--- src/rtl/mm_adder.sv ---
// Tiled element-wise matrix accumulator: adds M_TILE x N_TILE tiles into an
// M x N buffer and streams the buffer out one row per enabled cycle.
module mm_adder #(
  parameter int M      = 4,
  parameter int N      = 4,
  parameter int M_TILE = 2,
  parameter int N_TILE = 2,
  parameter int DW_ADD = 32,
  parameter int DW_INT = 8,
  parameter int DW_IN  = DW_ADD * M_TILE * N_TILE,
  parameter int DW_OUT = DW_ADD * N
) (
  input  logic              clk,
  input  logic              reset,
  input  logic              enable,
  input  logic [DW_INT-1:0] ptr_row,
  input  logic [DW_INT-1:0] ptr_col,
  input  logic [DW_IN-1:0]  in,
  input  logic              in_valid,
  output logic [DW_OUT-1:0] out
);

  localparam int RW = (M > 1) ? $clog2(M) : 1;

  logic [DW_ADD-1:0] acc_reg  [M][N];
  logic [DW_ADD-1:0] acc_next [M][N];
  logic [RW-1:0]     rd_row_reg;
  logic [DW_OUT-1:0] out_reg;
  logic [DW_OUT-1:0] rd_data;
  logic [31:0]       row_base;
  logic [31:0]       col_base;

  assign row_base = 32'(ptr_row) * 32'(M_TILE);
  assign col_base = 32'(ptr_col) * 32'(N_TILE);

  // Each buffer cell works out whether the current tile covers it. Offsets
  // below the tile base wrap to huge unsigned values and never match, so
  // out-of-range tile elements simply find no cell.
  genvar gi, gj;
  generate
    for (gi = 0; gi < M; gi++) begin : g_row
      for (gj = 0; gj < N; gj++) begin : g_col
        logic [31:0]       mi;
        logic [31:0]       ni;
        logic              hit;
        logic [DW_ADD-1:0] elem;

        assign mi = 32'(gi) - row_base;
        assign ni = 32'(gj) - col_base;

        always_comb begin
          hit  = 1'b0;
          elem = '0;
          if (in_valid) begin
            for (int a = 0; a < M_TILE; a++) begin
              for (int b = 0; b < N_TILE; b++) begin
                if (mi == 32'(a) && ni == 32'(b)) begin
                  hit  = 1'b1;
                  elem = in[DW_ADD*(a*N_TILE+b) +: DW_ADD];
                end
              end
            end
          end
        end

        assign acc_next[gi][gj] = hit ? (acc_reg[gi][gj] + elem) : acc_reg[gi][gj];
      end
    end
  endgenerate

  // Readout samples the buffer before this edge's accumulate lands.
  always_comb begin
    rd_data = '0;
    for (int c = 0; c < N; c++) begin
      rd_data[DW_ADD*c +: DW_ADD] = acc_reg[rd_row_reg][c];
    end
  end

  always_ff @(posedge clk) begin
    if (reset) begin
      for (int r = 0; r < M; r++) begin
        for (int c = 0; c < N; c++) begin
          acc_reg[r][c] <= '0;
        end
      end
      rd_row_reg <= '0;
      out_reg    <= '0;
    end else if (enable) begin
      for (int r = 0; r < M; r++) begin
        for (int c = 0; c < N; c++) begin
          acc_reg[r][c] <= acc_next[r][c];
        end
      end
      out_reg    <= rd_data;
      rd_row_reg <= (rd_row_reg == RW'(M - 1)) ? '0 : rd_row_reg + 1'b1;
    end
  end

  assign out = out_reg;

endmodule

--- config.mk ---
export PLATFORM = sky130hd
export DESIGN_NAME = mm_adder
export DESIGN_NICKNAME = d
export VERILOG_FILES = /design/src/rtl/mm_adder.sv
export SDC_FILE = /design/constraint.sdc
export NUM_CORES = 2
export LEC_CHECK = 0
export CORE_MARGIN = 4
export CORE_UTILIZATION = 60
export CTS_BUF_LIST = sky130_fd_sc_hd__clkbuf_8
export CTS_CLUSTER_SIZE = 16
export DETAILED_ROUTE_END_ITERATION = 8
export GPL_TIMING_DRIVEN = 0
export PLACE_DENSITY = 0.76
export REMOVE_ABC_BUFFERS = 1
export SETUP_SLACK_MARGIN = 0.4
export SKIP_LAST_GASP = 1
export SYNTH_ARGS = -nofsm -noshare
export SYNTH_HDL_FRONTEND = slang
export SYNTH_SLANG_ARGS = --single-unit
--- constraint.sdc ---
create_clock -name clk -period 7.1 [get_ports clk]
set_input_delay 1.42 -clock clk [delete_from_list [all_inputs] [get_ports clk]]
set_output_delay 1.42 -clock clk [all_outputs]
set_load 0.02 [all_outputs]
Word level (Yosys, flattened, before mapping) --
Memory sizes are Yosys's and may differ from the RTL's. A register that Yosys moved wholly into a read port is not among the register bits. Cells that the tools add are included.
Word-level totals: memory bits (writable) 512, word-level logic and storage cells 322, output and inout port bits 128, input bits 148, register bits 2, memories 1
Cells by class: reductions and logical operators 72, add/subtract/negate cells 25, bitwise logic cells 16, eq/ne operators 9, mux-type cells 198
Memory list:
- acc_reg | words 4, width 128, rd ports 5, clocked after memory_dff 1, wr ports 4, RTL line 25 | logic [DW_ADD-1:0] acc_reg [M][N];
Operators by type and width (count):
- 2-to-1 mux 32 bit | 112
- adder 32 bit | 16
- equality test 32 x 1 -> 1 bit (second input constant) | 8
- zero test 32 bit | 8
- 2-to-1 mux 1 bit | 85
- logical AND 1 bit | 64
- subtractor 1 x 9 -> 10 bit (first input constant) | 4
- subtractor 2 x 9 -> 10 bit (first input constant) | 4
- bitwise OR 1 bit | 16
- adder 2 x 1 -> 2 bit (second input constant) | 1
- equality test 2 bit (second input constant) | 1
- 2-to-1 mux 2 bit | 1

Logic depth before layout (Yosys ltp) --
depth after elaboration 11, mapped depth 21, gate-level depth less buffers 19

Worst setup path after synthesis --
OpenSTA, ideal clock, no wires.
kind input to register, from input port ptr_row[1], to memory acc_reg[2][25] (netlist bit) (data pin), data arrival time 5.094 ns, library setup time 0.266 ns, stages on the path 19, slack 1.740 ns, path buffers 2, required time 6.834 ns, cells stage by stage inv_1 -> ha_1 -> nor4bb_1 -> nand4_1 -> nand2b_1 -> nor2_1 -> clkbuf_1 -> clkbuf_1 -> and2_1 -> ha_1 -> a211oi_1 -> nor2_1 -> o31ai_1 -> o211ai_1 -> a2111o_1 -> a31o_2 -> a41oi_1 -> xor2_1 -> nor2_1
RTL lines:
- start: declaration | RTL line 16 | input logic [DW_INT-1:0] ptr_row,
- end: declaration | RTL line 25

==> impl_metrics.yaml <==
critical_path:
  start_kind: "input port"
  cp_num_buf_inv: 3
  regToRegStartpoint: "acc_reg[1][96]$_SDFFCE_PN0P_"
  crit_path_start: "ptr_row[1]"
  crit_slowest_cell: "nor2_4"
  path_max_fanout: 21
  path_cells: "clkdlybuf4s50_1 -> inv_1 -> ha_1 -> nor4bb_1 -> nand4_1 -> nand2b_1 -> nor2_4 -> buf_16 -> and2_1 -> ha_1 -> a21o_1 -> a221o_1 -> o21ai_1 -> a311oi_1 -> o31ai_1 -> nand2b_1 -> a221oi_2 -> o21ai_0 -> a21bo_1"
  arrival_ns: 6.74
  crit_type: "in2reg"
  critical_path.max_stage_delay_ns: 0.56
  critical_path_required_ns: 7.63
  path_depth: 19
  rr_worst_depth: 11
  end_kind: "flop"
  crit_family: "compound AO/OA/AOI/OAI gates"
cells_and_area:
  final_cells: 7144
  nets: 6541
  fillers: 6881
  multi_input_comb_area_um2: 34100
  postLayoutCellArea_um2: 59900
  largest_register_ffs: 512
  syn_to_final_growth_pct: 12.5
  layout-drive-gt1-share_pct: 7.04
  layout.area.seq_um2: 18000
logic_synthesis:
  synth_edf_count: 512
  ys.flop_type: "edfxtp_1"
  synth_area_um2: 53200
  synth.avg_cell_area_um2: 9.40
  syn_inst: 5661
  ys_types: 80
  synth_warnings: 0
  async_reset_ff_share_pct: 0
  synth-seq-area-share_pct: 33.8
  ys_ff_latch: 642
clock_tree:
  post_cts_resized: 0
  cts_tree: "yes"
  clk_pin_slew_worst_paths_ns: 0.06
  clock_sinks: 642
  clockBufferDepth: 3
  cts-buffers-inserted: 118
  hold_buffers: 0
  cts_setup_buffers: 0
  htreeDepth: 3
  worst_skew_pair.late_latency_ns: 0.78
  cts_root_buf: "clkbuf_8"
global_route:
  grt-ovfl-total: 0
  grt_pass1_vias: 45400
  antenna_found_initial: 7
  grt_pass1_wl_mm: 241
  grt_usage_pct: 32.0
  grt_max_degree: 92
placed_design:
  io_buffers: 275
  post-place-ws_ns: -0.0579
  dpl-instance-area_um2: 57400
  dp_cells: 6913
  gp_congestion: 0.964
  dp_hpwl_mm: 117
route:
  drt_wl_total_mm: 154
  drc: 0
  viasPerCell: 6.32
  initialDrtViolationCount: 3551
  ant_nets: 0
  route.vias.total: 45100
  wl_per_cell_um: 21.6
  first_pass_iters: 7
sta:
  worst_slack_ns: 0.892
  period_share_pct: 87.4
  grt_setup_unrepaired: "no"
  max_freq_mhz: 161
  slew_headroom_pct: 37.3
  holdWs_ns: 0.489
  worst_pin_slew_ns: 0.940
  finalSetupViolCount: 0
  fin_skew_ns: 0.0269
  drv_slew: 0
  finalHoldViolations: 0
  period_needed_ns: 6.21
power_and_ir_drop:
  leakage_uw: 0.0257
  seq_power_share_pct: 46.1
  p_clk_share_pct: 39.1
  p_sw_uw: 2720
  p_int_uw: 6910
  comb_power_share_pct: 14.7
  peakVddDrop_mv: 0.178
  sw_frac_of_total_pct: 28.2
  power_density_nw_per_um2: 161
hold_path:
  hold_start: "out[96]$_SDFFE_PP0P_"
  whs_path_depth: 2
  hold_class: "reg2reg"
die:
  core-area_um2: 87400
  start_util_pct: 60.9
  fp-row-count: 108
  boundaryPins: 276
  fp.dieW_um: 306
  dieArea_um2: 93500
  fp.dieH_um: 306
status:
  status: "finished clean"
run:
  maxCapViolCount: 0
## layout by cell type, fill, tap and decap left out, drive strengths merged, types with 33 or more instances in the layout
| cell | count |
|---|---|
| mux2i | 135 |
| xor2 | 199 |
| nand2b | 59 |
| nor2b | 33 |
| a211oi | 85 |
| and3 | 42 |
| a21o | 258 |
| nand4 | 49 |
| clkdlybuf4s50 | 273 |
| xnor2 | 213 |
| and2 | 557 |
| o31ai | 48 |
| nor2 | 766 |
| buf | 50 |
| o21a | 82 |
| clkbuf | 140 |
| inv | 133 |
| nand3 | 68 |
| mux4 | 128 |
| dfxtp | 130 |
| a21oi | 399 |
| a31oi | 54 |
| nand2 | 275 |
| ha | 499 |
| o21bai | 61 |
| o211ai | 42 |
| nor3 | 91 |
| o21ai | 293 |
| edfxtp | 512 |
## worst min-delay path, delay by kind of cell (launching register included)
family,cells,cell delay [ns]
flip-flops,1,0.32
AND/OR/NAND/NOR,1,0.07
multiplexers,1,0.06
## layer usage
layer | vias up | wire length, um | track usage, % | share of wire (%)
met5 | - | 0 | 0 | 0
met4 | 0 | 7290 | 14.4 | 4.7
met3 | 411 | 10100 | 4.09 | 6.6
met2 | 1648 | 75900 | 56.7 | 49
met1 | 21800 | 60800 | 38.9 | 39
li1 | 21300 | - | - | -
## metrics by stage
step / util, % / power, uW / TNS (ns)
floorplan: - / 5370 / -2148.77
global placement: 64.7 / 6010 / -
detailed placement: 65.7 / 5910 / -0.0579
finish: 68.5 / 9620 / 0
CTS: 68.5 / 9650 / 0
global route: 68.5 / 9960 / 0
## final timing paths
kind | end | slack [ns]
max | acc_reg[0][63]$_SDFFCE_PN0P_ | 0.89
min | out[96]$_SDFFE_PP0P_ | 0.49
max reg2reg | acc_reg[1][126]$_SDFFCE_PN0P_ | 3.25
min reg2reg | out[96]$_SDFFE_PP0P_ | 0.49
## cells in the mapped netlist (all sizes together), types with 82 or more instances
cell / instances / share of area [%]
o21a: 82 / 1.2
a21oi: 399 / 3.8
mux4: 128 / 5.4
and2: 557 / 6.5
xnor2: 213 / 3.5
ha: 499 / 12
inv: 88 / 0.62
edfxtp: 512 / 29
xor2: 199 / 3.3
nor3: 91 / 0.86
a211oi: 85 / 1.2
a21o: 258 / 3.6
mux2i: 135 / 2.5
nor2: 766 / 5.4
dfxtp: 130 / 4.9
nand2: 275 / 1.9
o21ai: 293 / 2.8
clkbuf: 183 / 1.3
## power groups by stage
stage               Clock (uW)  Combinational, uW  Sequential, uW
floorplan                    0                815            4550
detailed placement           0               1400            4510
global placement             0               1440            4570
finish                    3770               1420            4440
CTS                       3800               1410            4430
global route              3980               1520            4460
## area by class of cell
cell class                 instances  area share (%)
clock buffer                     140            3.22
antenna                            6          0.0251
sequential                       642            30.0
clock inverter                    85           0.863
timing repair buffer             323            5.90
inverter                          88           0.552
tap                             1155            2.41
multi-input combinational       4705            57.0
## logic make-up after synthesis
kind of cell,share of synthesized area [%]
compound gates,18.3
fa+ha+maj,12.3
buf+inv,2.24
xor+xnor,6.78
flops,33.8
mux,7.96
simple gates,18.6
(Power assumes the default switching activity.)
